[config.mk]
export PLATFORM = sky130hd
export DESIGN_NAME = mem_bus_arbiter
export DESIGN_NICKNAME = d
export VERILOG_FILES = /design/src/rtl/mem_bus_arbiter.sv
export SDC_FILE = /design/constraint.sdc
export NUM_CORES = 1
export LEC_CHECK = 0
export ABC_AREA = 1
export BUFFER_PORTS_ARGS = -buffer_cell sky130_fd_sc_hd__buf_2
export CELL_PAD_IN_SITES_DETAIL_PLACEMENT = 1
export CELL_PAD_IN_SITES_GLOBAL_PLACEMENT = 2
export CORE_MARGIN = 5
export CORE_UTILIZATION = 19
export DETAILED_ROUTE_END_ITERATION = 12
export GPL_ROUTABILITY_DRIVEN = 0
export PLACE_DENSITY_LB_ADDON = 0.1
export SYNTH_ARGS = -nofsm -noshare
export SYNTH_HDL_FRONTEND = slang
export SYNTH_SLANG_ARGS = --single-unit
export TNS_END_PERCENT = 20
[constraint.sdc]
create_clock -name clk -period 4.4 [get_ports clk]
set_clock_uncertainty 0.1 [all_clocks]
set_input_delay 0.44 -clock clk [delete_from_list [all_inputs] [get_ports clk]]
set_output_delay 0.44 -clock clk [all_outputs]
set_load 0.02 [all_outputs]
[src/rtl/mem_bus_arbiter.sv]
`default_nettype none
// ============================================================================
// Module      : mem_bus_arbiter
// Description : Merges the cpu instruction-fetch port and data port onto one
//               shared memory bus with a ready handshake. Data requests win
//               by default; a starvation counter forces an instruction grant
//               after STARVE_LIMIT consecutive data grants with fetch waiting.
//               A single transaction is outstanding at any time.
// Revision    : 1.0 - initial release
// ============================================================================
module mem_bus_arbiter #(
  parameter int STARVE_LIMIT = 4
) (
  input  logic        clk,
  input  logic        reset,
  // instruction port
  input  logic [63:0] instr_address_in,
  input  logic        instr_read_in,
  output logic [63:0] instr_read_value_out,
  output logic        instr_ready_out,
  // data port
  input  logic [63:0] data_address_in,
  input  logic        data_read_in,
  input  logic        data_write_in,
  input  logic [6:0]  data_write_mask_in,
  input  logic [63:0] data_write_value_in,
  output logic [63:0] data_read_value_out,
  output logic        data_ready_out,
  // shared memory bus
  output logic [63:0] mem_address_out,
  output logic        mem_read_out,
  output logic        mem_write_out,
  output logic [6:0]  mem_write_mask_out,
  output logic [63:0] mem_write_value_out,
  input  logic [63:0] mem_read_value_in,
  input  logic        mem_ready_in
);

  localparam int              CNT_W      = $clog2(STARVE_LIMIT + 1);
  localparam logic [CNT_W-1:0] STARVE_MAX = CNT_W'(STARVE_LIMIT);

  localparam logic [1:0] IDLE    = 2'd0;
  localparam logic [1:0] GRANT_I = 2'd1;
  localparam logic [1:0] GRANT_D = 2'd2;

  logic [1:0]       state;
  logic [1:0]       next_state;
  logic [CNT_W-1:0] starve_cnt;
  logic             data_req;
  logic             force_instr;
  logic             grant_d;
  logic             grant_i;
  logic             done;

  // Arbitration inputs: fetch is forced only when it has been starved long enough
  always_comb begin
    data_req    = data_read_in | data_write_in;
    force_instr = instr_read_in && (starve_cnt == STARVE_MAX);
  end

  // State register
  always_ff @(posedge clk or posedge reset) begin
    if (reset) begin
      state <= IDLE;
    end else begin
      state <= next_state;
    end
  end

  // Next-state logic: data wins unless fetch is being forced; grants end on mem ready
  always_comb begin
    next_state = state;
    case (state)
      IDLE: begin
        if (data_req && !force_instr) begin
          next_state = GRANT_D;
        end else if (instr_read_in) begin
          next_state = GRANT_I;
        end
      end
      GRANT_I, GRANT_D: begin
        if (mem_ready_in) begin
          next_state = IDLE;
        end
      end
      default: next_state = IDLE;
    endcase
  end

  // Output logic: ready pulses are combinational from the bus; read data passes through
  always_comb begin
    grant_d              = (state == IDLE) && (next_state == GRANT_D);
    grant_i              = (state == IDLE) && (next_state == GRANT_I);
    done                 = (state != IDLE) && mem_ready_in;
    instr_ready_out      = (state == GRANT_I) && mem_ready_in;
    data_ready_out       = (state == GRANT_D) && mem_ready_in;
    instr_read_value_out = mem_read_value_in;
    data_read_value_out  = mem_read_value_in;
  end

  // Starvation counter: counts data grants taken while fetch was waiting
  always_ff @(posedge clk or posedge reset) begin
    if (reset) begin
      starve_cnt <= '0;
    end else if (grant_d) begin
      if (instr_read_in) begin
        starve_cnt <= (starve_cnt == STARVE_MAX) ? STARVE_MAX : starve_cnt + 1'b1;
      end else begin
        starve_cnt <= '0;
      end
    end else if (grant_i) begin
      starve_cnt <= '0;
    end
  end

  // Bus registers: latch the winner on grant, hold during the grant, drop strobes on completion
  always_ff @(posedge clk or posedge reset) begin
    if (reset) begin
      mem_address_out     <= '0;
      mem_read_out        <= 1'b0;
      mem_write_out       <= 1'b0;
      mem_write_mask_out  <= '0;
      mem_write_value_out <= '0;
    end else if (grant_d) begin
      mem_address_out     <= data_address_in;
      mem_read_out        <= data_read_in;
      mem_write_out       <= data_write_in;
      mem_write_mask_out  <= data_write_mask_in;
      mem_write_value_out <= data_write_value_in;
    end else if (grant_i) begin
      mem_address_out     <= instr_address_in;
      mem_read_out        <= 1'b1;
      mem_write_out       <= 1'b0;
      mem_write_mask_out  <= '0;
      mem_write_value_out <= '0;
    end else if (done) begin
      mem_read_out        <= 1'b0;
      mem_write_out       <= 1'b0;
    end
  end

endmodule
`default_nettype wire

# ---- Word level (Yosys, flattened, before mapping)
# Cells that the tools add are included.
dict set report op_classes {
  bitwise 1
  n_eq_ne 5
  addsub 1
  shift 0
  magnitude_cmp 0
  n_div 0
  mux 19
  reduce_logical 13
  mul 0
}
# operator n
set ops {}
lappend ops {{$mux 64} 4}
lappend ops {{$mux 7} 2}
lappend ops {{$mux 3} 4}
lappend ops {{$logic_and 1x1->1} 7}
lappend ops {{$mux 2} 3}
lappend ops {{$mux 1} 5}
lappend ops {{$eq 2x1->1 const B} 2}
lappend ops {{$eq 2x2->1 const B} 2}
lappend ops {{$pmux 2 s2} 1}
lappend ops {{$reduce_bool 2->1} 2}
lappend ops {{$add 3x1->3 const B} 1}
lappend ops {{$eq 3x3->1 const B} 1}
lappend ops {{$reduce_bool 3->1} 1}
lappend ops {{$logic_not 2->1} 1}
lappend ops {{$reduce_or 2->1} 1}
lappend ops {{$logic_not 1->1} 1}
lappend ops {{$or 1x1->1} 1}
dict set report word_totals {
  mem_count 0
  ramBits 0
  romBits 0
  regBits 142
  out_inout_bits 267
  inputBits 269
  latchBits 0
}

# ---- Longest topological paths before layout
dict set report depth {
  ltp_word 10
  mapped_depth 14
}

# ---- Worst setup path after synthesis
# OpenSTA, ideal clock, no wires.
dict set report synth_timing {
  path_kind {register to register}
  startpoint {reg state[0]}
  endpoint {reg mem_write_mask_out[0]}
  t_required_ns 4.183
  path_buffers 2
  path_stages_with_launch 15
  t_arrival_ns 1.730
  setup_slack_ns 2.453
  cell_sequence {dfrtp_1 inv_1 ha_1 inv_1 nor2_1 nand2_2 nand2_2 nor2_4 nand3_2 nand2_2 inv_4 buf_6 buf_6 nand2_1 nand2_1}
}
dict set report synth_via {
  elab_chain_cells 6
}
# item line_no
set synth_rtl {}
lappend synth_rtl {{start: declaration} 46} ;# logic [1:0] state;
lappend synth_rtl {{start signal: assignment} 66} ;# state <= next_state;
lappend synth_rtl {{$eq 2x1->1, or another cell as far along} 73} ;# case (state)
lappend synth_rtl {{$reduce_or 2->1 or $mux 2 (tied branches)} {73, 75}}
lappend synth_rtl {{$pmux 2 s2} 73}
lappend synth_rtl {{$eq 2x2->1 or $eq 2x1->1 (tied branches)} {92, 93}}
lappend synth_rtl {{$logic_and 1x1->1, on equally long branches} {92, 93}}
lappend synth_rtl {{$mux 7 or $reduce_bool 2->1 (tied branches)} -}
lappend synth_rtl {{end signal: assignment} 128} ;# mem_write_mask_out <= data_write_mask_in;
lappend synth_rtl {{end: declaration} 33} ;# output logic [6:0] mem_write_mask_out,
# Parallel ways exist; a longest one is shown, timed or not.
# A chain may end at the register's enable or synchronous reset.

# ---- Worst setup path in the final report
dict set report layout_timing {
  startpoint {reg state[0]}
  endpoint {reg mem_address_out[25]}
}
dict set report layout_via {
  elab_chain_cells 6
}
# item line_no
set layout_rtl {}
lappend layout_rtl {{$eq 2x1->1, or another cell as far along} 73}
lappend layout_rtl {{$reduce_or 2->1 or $mux 2 (tied branches)} {73, 75}}
lappend layout_rtl {{$pmux 2 s2} 73}
lappend layout_rtl {{$eq 2x2->1 or $eq 2x1->1 (tied branches)} {92, 93}}
lappend layout_rtl {{$logic_and 1x1->1, on equally long branches} {92, 93}}
lappend layout_rtl {{$mux 64 or $reduce_bool 2->1 (tied branches)} -}
lappend layout_rtl {{end signal: assignment} 125} ;# mem_address_out <= data_address_in;
lappend layout_rtl {{end signal: assignment} 131} ;# mem_address_out <= instr_address_in;
lappend layout_rtl {{end: declaration} 30} ;# output logic [63:0] mem_address_out,
# Parallel ways exist; a longest one is shown, timed or not.

==> run_results.csv <==
group,metric,value,unit
outcome,status,"finished clean",
route,first_pass_iters,4,
power,pwr-share-comb,49.9,%
layout,drive_gt1_share,31.4,%
timing,worst_slew_pin_slew,0.900,ns
yosys,synth_common_cells,"485 x nand2_1, 143 x inv_1, 142 x dfrtp_1",
power,p_total,7850,uW
die,start_util,19.3,%
power,internal-power,4170,uW
yosys,synthCells,1038,
route,vias,6693,
die,die_area,0.0447,sq mm
timing,finalMaxSlewViolations,0,
cts,clkTransAtPathRegs,0.07,ns
die,io_pins,536,
route,drtIter0Drc,241,
layout,regArea,0.00355,sq mm
yosys,ys_seq_area_share,46.1,%
cts,cts_resized,0,
power,power.share.switching,46.8,%
global_routing,antenna_found_initial,10,
cts,postCtsSetupBuffers,0,
place,dp_hpwl,21.2,mm
power,p_leak,0.00573,uW
yosys,synth_enable_flop_cells,0,
setup_path,setup.worst_path.end_class,"flop",
layout,final_net_count,1512,
run,maxCapViolations,0,
route,detail-route-antenna-nets,0,
die,die_w,211,um
cts,clkLatencyLatePin,0.44,ns
global_routing,grt_pass1_vias,7173,
timing,final.period_utilization,65.1,%
layout,syn_to_final_growth,24.5,%
setup_path,worstPathCellList,"inv_1, ha_1, inv_1, nor2_1, nand2_2, nand2_2, nor2_4, nand3_4, inv_4, buf_12, nand2_1, nand2_1, nand2_1",
power,power_density,817,mW/mm^2
setup_path,crit_top_cell,"nand2_1",
die,core-area,0.0399,sq mm
route,post_drt_wl_per_cell,16.6,um
setup_path,required,4.63,ns
setup_path,slowest_delay,0.57,ns
yosys,async_flop_share,100,%
yosys,ys_warn_count,0,
global_routing,grt_overflow,0,
route,drc,0,
yosys,avgSynthCellArea,7.43,sq um
power,switchingPower,3670,uW
yosys,syn_area,0.00771,sq mm
yosys,synth_fp_nets,1313,
hold_path,min_path_type,"in -> async",
cts,cts_buffers,17,
power,seqPwrFrac,29.5,%
power,vdd_drop_max,0.298,mV
cts,hold_buffers,0,
setup_path,crit_path_start_kind,"flop",
cts,root_buffer,"clkbuf_16",
yosys,yosys.area.top_type,"dfrtp_1",
yosys,ys_types,21,
timing,setup_tns,0,ns
timing,rsz0062_at_grt,"no",
setup_path,crit_slowest_cell,"inv_4",
route,finalWirelength,29.4,mm
die,rows,73,
setup_path,critical_path_arrival,3.10,ns
timing,final_hold_viol_count,0,
power,pwr-share-clk,20.6,%
die,die_h,211,um
yosys,ys_top_cells_by_area,"dfrtp_1 46%, nand2_1 24%, buf_4 13%, inv_1 7.0%, o21ai_0 2.3%",
cts,htree_levels,4,
setup_path,cp_max_fo,51,
layout,fillCellCount,4922,
timing,slew_headroom,40.0,%
timing,fmax,349,MHz
yosys,yosysTopAreaCellShare,46.1,%
yosys,synth-seq-cells,142,
global_routing,grt_pass1_wl,44.2,mm
global_routing,track_usage,12.9,%
timing,final-setup-viol-count,0,
yosys,synth_flop_cell,"dfrtp_1",
route,vias_per_cell,3.77,
place,dp.cells,1743,
global_routing,grt_max_degree,87,
layout,multi_input_comb_area,0.00238,sq mm
timing,finalCriticalPeriod,2.87,ns
cts,clock-sinks,142,
cts,cts_buffer_depth,2,
place,port_buffers,343,
cts,cts_tree,"built",
setup_path,crit_type,"reg -> reg",
layout,fin_cells,1776,
yosys,yosysMostFrequentCell,"nand2_1",
[metal layers]
layer | share of wire, % | vias up | track usage, %
met5 | 0.44 | - | 0.754
met3 | 11 | 44 | 6.28
met4 | 1.4 | 18 | 3.73
met1 | 45 | 3004 | 16.6
li1 | - | 3314 | -
met2 | 43 | 313 | 19.1
[final timing paths]
| check | from | endpoint | slack (ns) | depth (start not counted) |
|---|---|---|---|---|
| setup / recovery | state[0] | mem_address_out[25] | 1.53 | 13 |
| setup reg to reg | state[0] | mem_address_out[25] | 1.53 | 13 |
| hold reg to reg | mem_write_value_out[12] | mem_write_value_out[12] | 0.37 | 2 |
| hold / removal | reset | mem_write_value_out[42] | 0.08 | 2 |
| min in group clk | data_write_value_in[19] | mem_write_value_out[19] | 0.09 | 3 |
| max in group asynchronous | reset | mem_write_value_out[28] | 3.17 | 3 |
[registers in the layout, summed over array words and instances (netlist names)]
register             flops
mem_address_out         64
mem_write_value_out     64
mem_write_mask_out       7
starve_cnt               3
state                    2
mem_read_out             1
mem_write_out            1
[critical path: cells and delay by family (launching register included)]
| family | cells | cell delay, ns |
|---|---|---|
| buffers and inverters | 4 | 1.13 |
| adder cells (fa/ha/maj) | 1 | 0.23 |
| flip-flops | 1 | 0.42 |
| AND/OR/NAND/NOR | 8 | 0.84 |
[kinds of logic (layout without fill, tap and decap cells)]
| logic type | Yosys count | after routing | share of synthesized area (%) |
|---|---|---|---|
| xor+xnor | 1 | 1 | 0.114 |
| buf+inv | 316 | 528 | 23.2 |
| flops | 142 | 142 | 46.1 |
| other cells | 0 | 1 | 0 |
| fa+ha+maj | 6 | 6 | 0.973 |
| compound gates | 69 | 69 | 4.62 |
| simple gates | 504 | 504 | 25.0 |
[per-stage QoR]
step                      utilization [%]  cell area [sq um]  hold slack (ns)  worst slack (ns)
after floorplan                         -               7710            0.405            0.0504
after global placement               22.4               8960            0.350              1.52
after detailed placement             22.4               8960            0.355              1.41
after CTS                            24.1               9600           0.0580              1.39
after global routing                 24.1               9600           0.0704              1.19
final                                24.1               9600           0.0790              1.53
[placed cells by master, fill, tap and decap left out, types with 3 or more instances in the layout]
master     count
buf_12         3
buf_2        343
buf_4          5
bufinv_16      4
clkbuf_16     17
clkbuf_8       4
clkinv_2       3
dfrtp_1      142
ha_1           6
inv_1        142
nand2_1      485
nand2_2        4
nand3_1        3
nand4_1        5
nor2_1         5
o21ai_0       36
o21ai_1       30
[power groups by stage]
| stage | Clock (uW) | Sequential (uW) | Combinational (uW) |
|---|---|---|---|
| after global placement | 0 | 2330 | 4070 |
| after detailed placement | 0 | 2340 | 4080 |
| final | 1620 | 2310 | 3920 |
| after CTS | 1700 | 2320 | 4090 |
| after global routing | 1750 | 2400 | 4450 |
| after floorplan | 0 | 3090 | 2010 |
[layout make-up]
type	count	share of cell area [%]
Antenna cell	1	0.0261
Clock buffer	22	5.04
Clock inverter	10	1.65
Inverter	145	5.77
Multi-Input combinational cell	580	24.8
Sequential cell	142	37.0
Tap cell	525	6.84
Timing Repair Buffer	351	18.9
(Power assumes the default switching activity.)
